File: config.mk
export PLATFORM = sky130hd
export DESIGN_NAME = operand_mux
export DESIGN_NICKNAME = d
export VERILOG_FILES = /design/src/rtl/operand_mux_pkg.sv /design/src/rtl/operand_mux_sel.sv /design/src/rtl/operand_mux.sv
export SDC_FILE = /design/constraint.sdc
export NUM_CORES = 1
export LEC_CHECK = 0
export CAP_MARGIN = 30
export CORE_MARGIN = 10
export CORE_UTILIZATION = 32
export DETAILED_ROUTE_END_ITERATION = 8
export PLACE_DENSITY = 0.92
export RECOVER_POWER = 50
export SYNTH_ARGS = -nofsm -noshare
export SYNTH_HDL_FRONTEND = slang
export SYNTH_HIERARCHICAL = 1
export SYNTH_SLANG_ARGS = --single-unit
File: constraint.sdc
create_clock -name clk -period 1.78 [get_ports clk]
set_input_delay 0.267 -clock clk [delete_from_list [all_inputs] [get_ports clk]]
set_output_delay 0.267 -clock clk [all_outputs]
set_load 0.02 [all_outputs]
File: src/rtl/operand_mux_pkg.sv
// operand_mux_pkg: shared widths and select-code constants for the operand selector
package operand_mux_pkg;
  localparam int DATA_W = 16;
  localparam int N_IN = 8;
  localparam int SEL_W = $clog2(N_IN);
  localparam logic [SEL_W-1:0] SEL_IN0 = 3'd0;
  localparam logic [SEL_W-1:0] SEL_IN1 = 3'd1;
  localparam logic [SEL_W-1:0] SEL_IN2 = 3'd2;
  localparam logic [SEL_W-1:0] SEL_IN3 = 3'd3;
  localparam logic [SEL_W-1:0] SEL_IN4 = 3'd4;
  localparam logic [SEL_W-1:0] SEL_IN5 = 3'd5;
  localparam logic [SEL_W-1:0] SEL_IN6 = 3'd6;
  localparam logic [SEL_W-1:0] SEL_IN7 = 3'd7;
  typedef logic [DATA_W-1:0] data_t;
endpackage

File: src/rtl/operand_mux_sel.sv
// operand_mux_sel: combinational 8:1 operand multiplexer
module operand_mux_sel
  import operand_mux_pkg::*;
(
  input  logic [SEL_W-1:0]  sel,
  input  logic [DATA_W-1:0] in0,
  input  logic [DATA_W-1:0] in1,
  input  logic [DATA_W-1:0] in2,
  input  logic [DATA_W-1:0] in3,
  input  logic [DATA_W-1:0] in4,
  input  logic [DATA_W-1:0] in5,
  input  logic [DATA_W-1:0] in6,
  input  logic [DATA_W-1:0] in7,
  output logic [DATA_W-1:0] data
);
  always_comb begin
    data = in0;
    case (sel)
      SEL_IN0: data = in0;
      SEL_IN1: data = in1;
      SEL_IN2: data = in2;
      SEL_IN3: data = in3;
      SEL_IN4: data = in4;
      SEL_IN5: data = in5;
      SEL_IN6: data = in6;
      SEL_IN7: data = in7;
      default: data = in0;
    endcase
  end
endmodule

File: src/rtl/operand_mux.sv
// operand_mux: registered 8:1 operand selector with valid flag, one-cycle latency
module operand_mux
  import operand_mux_pkg::*;
(
  input  logic              clk,
  input  logic              rst_n,
  input  logic [DATA_W-1:0] in0,
  input  logic [DATA_W-1:0] in1,
  input  logic [DATA_W-1:0] in2,
  input  logic [DATA_W-1:0] in3,
  input  logic [DATA_W-1:0] in4,
  input  logic [DATA_W-1:0] in5,
  input  logic [DATA_W-1:0] in6,
  input  logic [DATA_W-1:0] in7,
  input  logic [SEL_W-1:0]  sel,
  input  logic              sel_valid,
  output logic [DATA_W-1:0] out,
  output logic              out_valid
);
  data_t mux_data;
  operand_mux_sel u_sel (
    .sel(sel), .in0(in0), .in1(in1), .in2(in2), .in3(in3),
    .in4(in4), .in5(in5), .in6(in6), .in7(in7), .data(mux_data)
  );
  // out holds its last capture while idle; only valid drops
  always_ff @(posedge clk) begin
    if (!rst_n) begin
      out <= '0;
      out_valid <= 1'b0;
    end else begin
      out <= sel_valid ? mux_data : out;
      out_valid <= sel_valid;
    end
  end
endmodule

== Word-level counts from Yosys, hierarchy flattened ==
Index checks and enable logic that the tools add are counted.

* Flip-flop bits (word level): 17
* Logic and storage cells: 11
* Output and inout port bits: 17

* Eq/ne operators: 7
* Mux-type cells: 1
* Reductions and logical operators: 1

{| class="wikitable"
|+ Operator list
! kind !! count
|-
| case mux 16 bit (8 select lines) || 1
|-
| == test 3 bit (second input constant) || 4
|-
| == test 3 x 2 -> 1 bit (second input constant) || 2
|-
| == test 3 x 1 -> 1 bit (second input constant) || 1
|-
| zero test 3 bit || 1
|}

== Depth between registers and ports, before layout ==
Gate-level depths: netlist of the first run.

* Word-level depth: 2
* Gate-level depth with buffers: 8

== By module ==
Netlist of the first run, hierarchy kept.

{| class="wikitable"
|+ By module, submodules not included
! module !! seq. area each (µm²) !! area each (µm²) !! cells an instance !! times used
|-
| operand_mux_sel || 0.0 || 1114.8 || 177 || 1
|-
| operand_mux || 340.3 || 643.1 || 53 || 1
|}

== Worst setup path after synthesis of the first run ==
No wires, ideal clock.

* Kind: in2reg
* Start point: input port sel[1]
* End point: register out[0]
* Path slack: 0.379 ns
* Cell stages on the path: 8
* Data arrival time: 1.285 ns
* Cell sequence: buf_6 -> or3_1 -> buf_6 -> buf_6 -> nor2_1 -> a31oi_1 -> mux2i_1 -> nor2b_1

* Cells in the longest elaborated chain, start to end: 2

{| class="wikitable"
|+ RTL lines
! element !! line !! text
|-
| start: declaration || operand_mux.sv:15 || <nowiki>input logic [SEL_W-1:0] sel,</nowiki>
|-
| == test 3 bit (tied with other cells) || operand_mux_sel.sv:18 || <nowiki>case (sel)</nowiki>
|-
| case mux 16 bit (8 select lines) (*) || operand_mux_sel.sv:18 ||
|-
| net mux_data[0] || operand_mux.sv:20 || <nowiki>data_t mux_data;</nowiki>
|-
| end signal: assignment || operand_mux.sv:31 || <nowiki>out <= sel_valid ? mux_data : out;</nowiki>
|-
| end: declaration || operand_mux.sv:17 || <nowiki>output logic [DATA_W-1:0] out,</nowiki>
|}

Mark *: on every way through the listed nets, which the timed path passes. The rest lies on a longest branch.
A chain may end at the register's enable or synchronous reset.

== Worst setup path in the final report of the first run ==
* Start point: input port sel[2]
* End point: register out[5]

The elaborated chain is that of the path after synthesis.

==> results of run 1 <==
## layout make-up
type / count / share of cell area [%]
Clock inverter: 1 / 0.148
Inverter: 3 / 0.334
Timing Repair Buffer: 168 / 48.6
Tap cell: 70 / 2.60
Sequential cell: 17 / 10.1
Clock buffer: 3 / 1.22
Multi-Input combinational cell: 189 / 37.0
## kinds of logic after synthesis
kind of cell           Yosys count  share of synthesized area (%)
AND/OR/NAND/NOR                 89                           27.0
AO/OA/AOI/OAI                   68                           25.1
flip-flops                      17                           19.4
buffers and inverters           24                           10.3
multiplexers                    32                           18.3
## sequential cells by signal, summed over array words and instances (netlist names)
| register | count |
|---|---|
| out | 16 |
| out_valid | 1 |
## placed cells by master, fill, tap and decap left out, types with 15 or more instances in the layout
cell	Yosys	final
clkdlybuf4s50_1	0	132
nand2_1	15	15
nand2b_1	15	15
nor2_1	20	20
a22oi_1	23	23
nor2b_1	18	18
dfxtp_1	17	17
dlygate4sd3_1	0	16
mux2i_1	31	31
buf_4	4	16
## through the flow
step / area, sq um / hold WS [ps]
global placement: 3310 / 499
CTS: 3350 / 530
global route: 3370 / 546
finish: 3370 / 520
floorplan: 1760 / 395
detailed placement: 3310 / 508
## power by group
group,switching [W],leakage (nW),internal (W)
Clock,0.000150,0.0255,0.000156
Sequential,0.0000162,0.140,0.000411
Combinational,0.000270,1.21,0.000446
Total,0.000437,1.38,0.00101
## timing repair
item / in CTS / in global routing
buffers inserted: 0 / 0
hold buffers: 0 / 0
hold endpoints to repair: 0 / 0
endpoints found under the setup margin: 0 / 16
gates resized for setup: 0 / 5
## path summary, 6_finish.rpt
kind                              from                    to  slack, ps  cells after the start
setup / recovery                sel[2]   out[5]$_SDFFE_PN0P_        100                      6
hold / removal     out[8]$_SDFFE_PN0P_   out[8]$_SDFFE_PN0P_        520                      2
setup reg to reg  out[15]$_SDFFE_PN0P_  out[15]$_SDFFE_PN0P_       1150                      2
hold reg to reg    out[8]$_SDFFE_PN0P_   out[8]$_SDFFE_PN0P_        520                      2
## metal layers
metal  wire (um)  share of wire (%)
met1        3260                 38
met2        4190                 49
met3        1080                 13
met4          51               0.59
met5           0                  0
## worst min-delay path: cells and delay by family (launching register included)
kind | cells | cell delay (ps)
flops | 1 | 330
mux | 1 | 60
simple gates | 1 | 90
==> impl_metrics.ini, run 1 <==
[outcome]
outcome = finished clean

[synthesis]
ys_seq_area_share_pct = 19.4
synth_common_cells = mux2i_1 (31), a22oi_1 (23), nor2_1 (20)
synth_area_leaders = dfxtp_1 (19%), mux2i_1 (18%), a22oi_1 (9.8%)
ys_ff_latch = 17
async_reset_ff_share_pct = 0
yosysTopAreaCell = dfxtp_1
ys_types = 29
synthFlopType = dfxtp_1
synth.most_common_cell = mux2i_1
yosys_warnings = 6
netlist_area_sq_mm = 0.00176
synth_edf_count = 0
synth.net_count = 364
synth_cells = 230
synth_top_area_share_pct = 19.4
avgSynthCellArea_sq_um = 7.64

[placed_design]
pre_cts_slack_ps = -222
dpl.cell_count = 447
place_hpwl_um = 7260
gp_congestion = 0.914
io_buffers = 150

[pwr]
p_leak_nw = 1.38
finalPower_w = 0.00145
p_per_area_mw_per_mm2 = 430
peakVddDrop_mv = 0.374

[sta]
max_freq_mhz = 597
fin_skew_ps = 0
relSlewSlack_pct = 64.7
finalWorstSetupSlack_ps = 104
slew_violations = 0
rsz0062_at_grt = false
finalSetupViolations = 0
layout_min_cycle_time_ps = 1680
worstMarginPinSlew_ps = 528
fin_crit_sh_pct = 94.2
hold_viol = 0
fin_setup_tns_ps = 0

[global_route]
grt_max_degree = 23
track_usage_pct = 18.3
use_met2_pct = 33.5
gr-usage-met1_pct = 19.6
met3_usage_pct = 7.19
grt_first_pass_wirelength_um = 12700
gr-total-overflow = 0
grt_pass1_vias = 2454
busiest_layer = met2
antenna_found_initial = 0

[die]
die_height_um = 94.1
ioPinCount = 151
die-area_sq_mm = 0.00886
core_area_sq_mm = 0.00520
initial_core_util_pct = 33.8
row_count = 26
die_x_um = 94.1

[drt]
first_pass_iters = 5
viasPerCell = 5.13
wirelength_um = 8580
vias = 2312
ant_nets = 0
wire_per_inst_um = 19.0
drtIter0Drc = 116
drc_errors = 0

[setup_path]
critical_path_class = primary input to flip-flop
cp-end-kind = flip-flop
cp_data_arrival_time_ps = 1880
required_ps = 1980
crit_fanout = 11
critPathLaunchType = primary input
crit_buf_inv = 1
crit_chain = clkdlybuf4s50_1 > and2_1 > a22oi_1 > a31oi_1 > mux2i_1 > nor2b_1
critPathTopFamily = buffers and inverters
cpPeakStageDelay_ps = 580
critPathSlowestCell = clkdlybuf4s50_1

[layout]
nets = 516
seq_area_sq_um = 340
final_util_pct = 64.8
fill_cells = 478
final_cells = 451
antenna_cells = 0
multi_input_area_sq_mm = 0.00125
drive_gt1_share_pct = 7.87
syn2layout_area_growth_pct = 92.0

[run]
drv_cap = 0

[clocking]
cts-htree-levels = 1
tritoncts = done
clockBufferDepth = 2
clkLatencyLatePin_ps = 260
clockRootBuffer = clkbuf_8
clkSlewWorstSetupHoldPaths_ps = 80
cts_made_buffers = 3
clock-sinks = 17

[hold_path]
worst_hold_path_type = flip-flop to flip-flop
No activity file was read; power rests on OpenSTA's default activity.
==> inputs of run 2 (changes only) <==
--- a/config.mk
+++ b/config.mk
@@ -11,6 +11,7 @@
 export DETAILED_ROUTE_END_ITERATION = 8
 export PLACE_DENSITY = 0.92
 export RECOVER_POWER = 50
+export REMOVE_ABC_BUFFERS = 1
 export SYNTH_ARGS = -nofsm -noshare
 export SYNTH_HDL_FRONTEND = slang
 export SYNTH_HIERARCHICAL = 1
==> impl_metrics.ini, run 2 (synthesis results as in run 1) <==
[outcome]
outcome = finished clean

[drt]
vias = 2390
viasPerCell = 5.23
ant_nets = 0
first_pass_iters = 4
drtIter0Drc = 106
wirelength_um = 9180
wire_per_inst_um = 20.1
drc_errors = 0

[die]
die-area_sq_mm = 0.00886
row_count = 26
die_height_um = 94.1
core_area_sq_mm = 0.00520
die_x_um = 94.1
ioPinCount = 151
initial_core_util_pct = 33.8

[setup_path]
critical_path_class = primary input to flip-flop
crit_fanout = 11
required_ps = 1970
cp_data_arrival_time_ps = 1780
cp-end-kind = flip-flop
critPathLaunchType = primary input

[global_route]
grt_max_degree = 22
grt_pass1_vias = 2687
gr-total-overflow = 0
grt_first_pass_wirelength_um = 13900
track_usage_pct = 19.6
antenna_found_initial = 0

[layout]
fill_cells = 463
antenna_cells = 0
top_regs = out: 16 flops, out_valid: 1 flops
final_util_pct = 66.6
mostFrequentLayoutCells = clkdlybuf4s50_1 (136), mux2i_1 (31), nor2_1 (20), buf_4 (20)
drive_gt1_share_pct = 10.1
syn2layout_area_growth_pct = 97.1
regMostFlops = out
layout_commonest_cell = clkdlybuf4s50_1
final_cells = 457
largest_reg_flops = 16
nets = 522
multi_input_area_sq_mm = 0.00126
seq_area_sq_um = 340

[pwr]
p_leak_nw = 1.41
peakVddDrop_mv = 0.231
p_per_area_mw_per_mm2 = 424
finalPower_w = 0.00147

[sta]
fin_crit_sh_pct = 89.4
fin_skew_ps = 0
hold_viol = 0
relSlewSlack_pct = 62.8
finalWorstSetupSlack_ps = 189
finalSetupViolations = 0
rsz0062_at_grt = false
slew_violations = 0
fin_setup_tns_ps = 0
layout_min_cycle_time_ps = 1590
worstMarginPinSlew_ps = 557
max_freq_mhz = 628

[clocking]
clockBufferDepth = 2
clkLatencyLatePin_ps = 250
clkSlewWorstSetupHoldPaths_ps = 70
clockRootBuffer = clkbuf_8
clock-sinks = 17
cts-htree-levels = 1
cts_made_buffers = 3
tritoncts = done

[placed_design]
pre_cts_slack_ps = -411
place_hpwl_um = 7550
dpl.cell_count = 450
gp_congestion = 0.884
io_buffers = 150

[run]
drv_cap = 0

[hold_path]
worst_hold_path_type = flip-flop to flip-flop
==> run 2: timing repair <==
| action | CTS | global route |
|---|---|---|
| setup endpoints to repair | 13 | 16 |
| pin swaps | 0 | 1 |
| hold buffers | 0 | 0 |
| gates resized for setup | 5 | 8 |
| setup buffers | 0 | 3 |
==> run 2: worst max-delay path, stage by stage <==
cell and delay (ps):
dlymetal6s2s_1 110, clkbuf_2 230, nor2b_1 290, and2_4 210, buf_12 140, buf_4 120
a22oi_2 50, a31oi_1 160, mux2i_1 90, nor2b_1 100
==> run 2: layout make-up <==
type | count | area share [%]
clock buffer | 4 | 1.30
timing repair buffer | 174 | 49.5
multi-input combinational | 189 | 36.5
inverter | 3 | 0.325
sequential | 17 | 9.82
tap | 70 | 2.53
==> run 2: layer usage <==
| metal | vias to the layer above | share of wire [%] | global-route usage (%) |
|---|---|---|---|
| met2 | 125 | 50 | 35.4 |
| met1 | 1117 | 39 | 21.5 |
| met5 | - | 0 | 0 |
| li1 | 1144 | - | - |
| met4 | 0 | 0.61 | 3.29 |
| met3 | 4 | 11 | 7.43 |
==> run 2: report_power, final <==
group          leakage [nW]  internal (W)  total, W  switching, W
clock                0.0228      0.000159  0.000288      0.000129
sequential            0.140      0.000412  0.000427     0.0000157
combinational          1.24      0.000464  0.000756      0.000291
total                  1.41       0.00103   0.00147      0.000436
==> run 2: through the flow <==
| step | hold WS [ps] | instance area [sq um] |
|---|---|---|
| floorplan | 395 | 1590 |
| global placement | 494 | 3370 |
| detailed placement | 507 | 3370 |
| CTS | 527 | 3430 |
| global route | 552 | 3460 |
| finish | 517 | 3460 |
==> run 2: path summary, 6_finish.rpt <==
check | cells after the start | slack, ps | endpoint | start
setup / recovery | 10 | 190 | out[1]$_SDFFE_PN0P_ | sel[0]
hold / removal | 2 | 520 | out[14]$_SDFFE_PN0P_ | out[14]$_SDFFE_PN0P_
setup reg to reg | 2 | 1150 | out[13]$_SDFFE_PN0P_ | out[13]$_SDFFE_PN0P_
hold reg to reg | 2 | 520 | out[14]$_SDFFE_PN0P_ | out[14]$_SDFFE_PN0P_
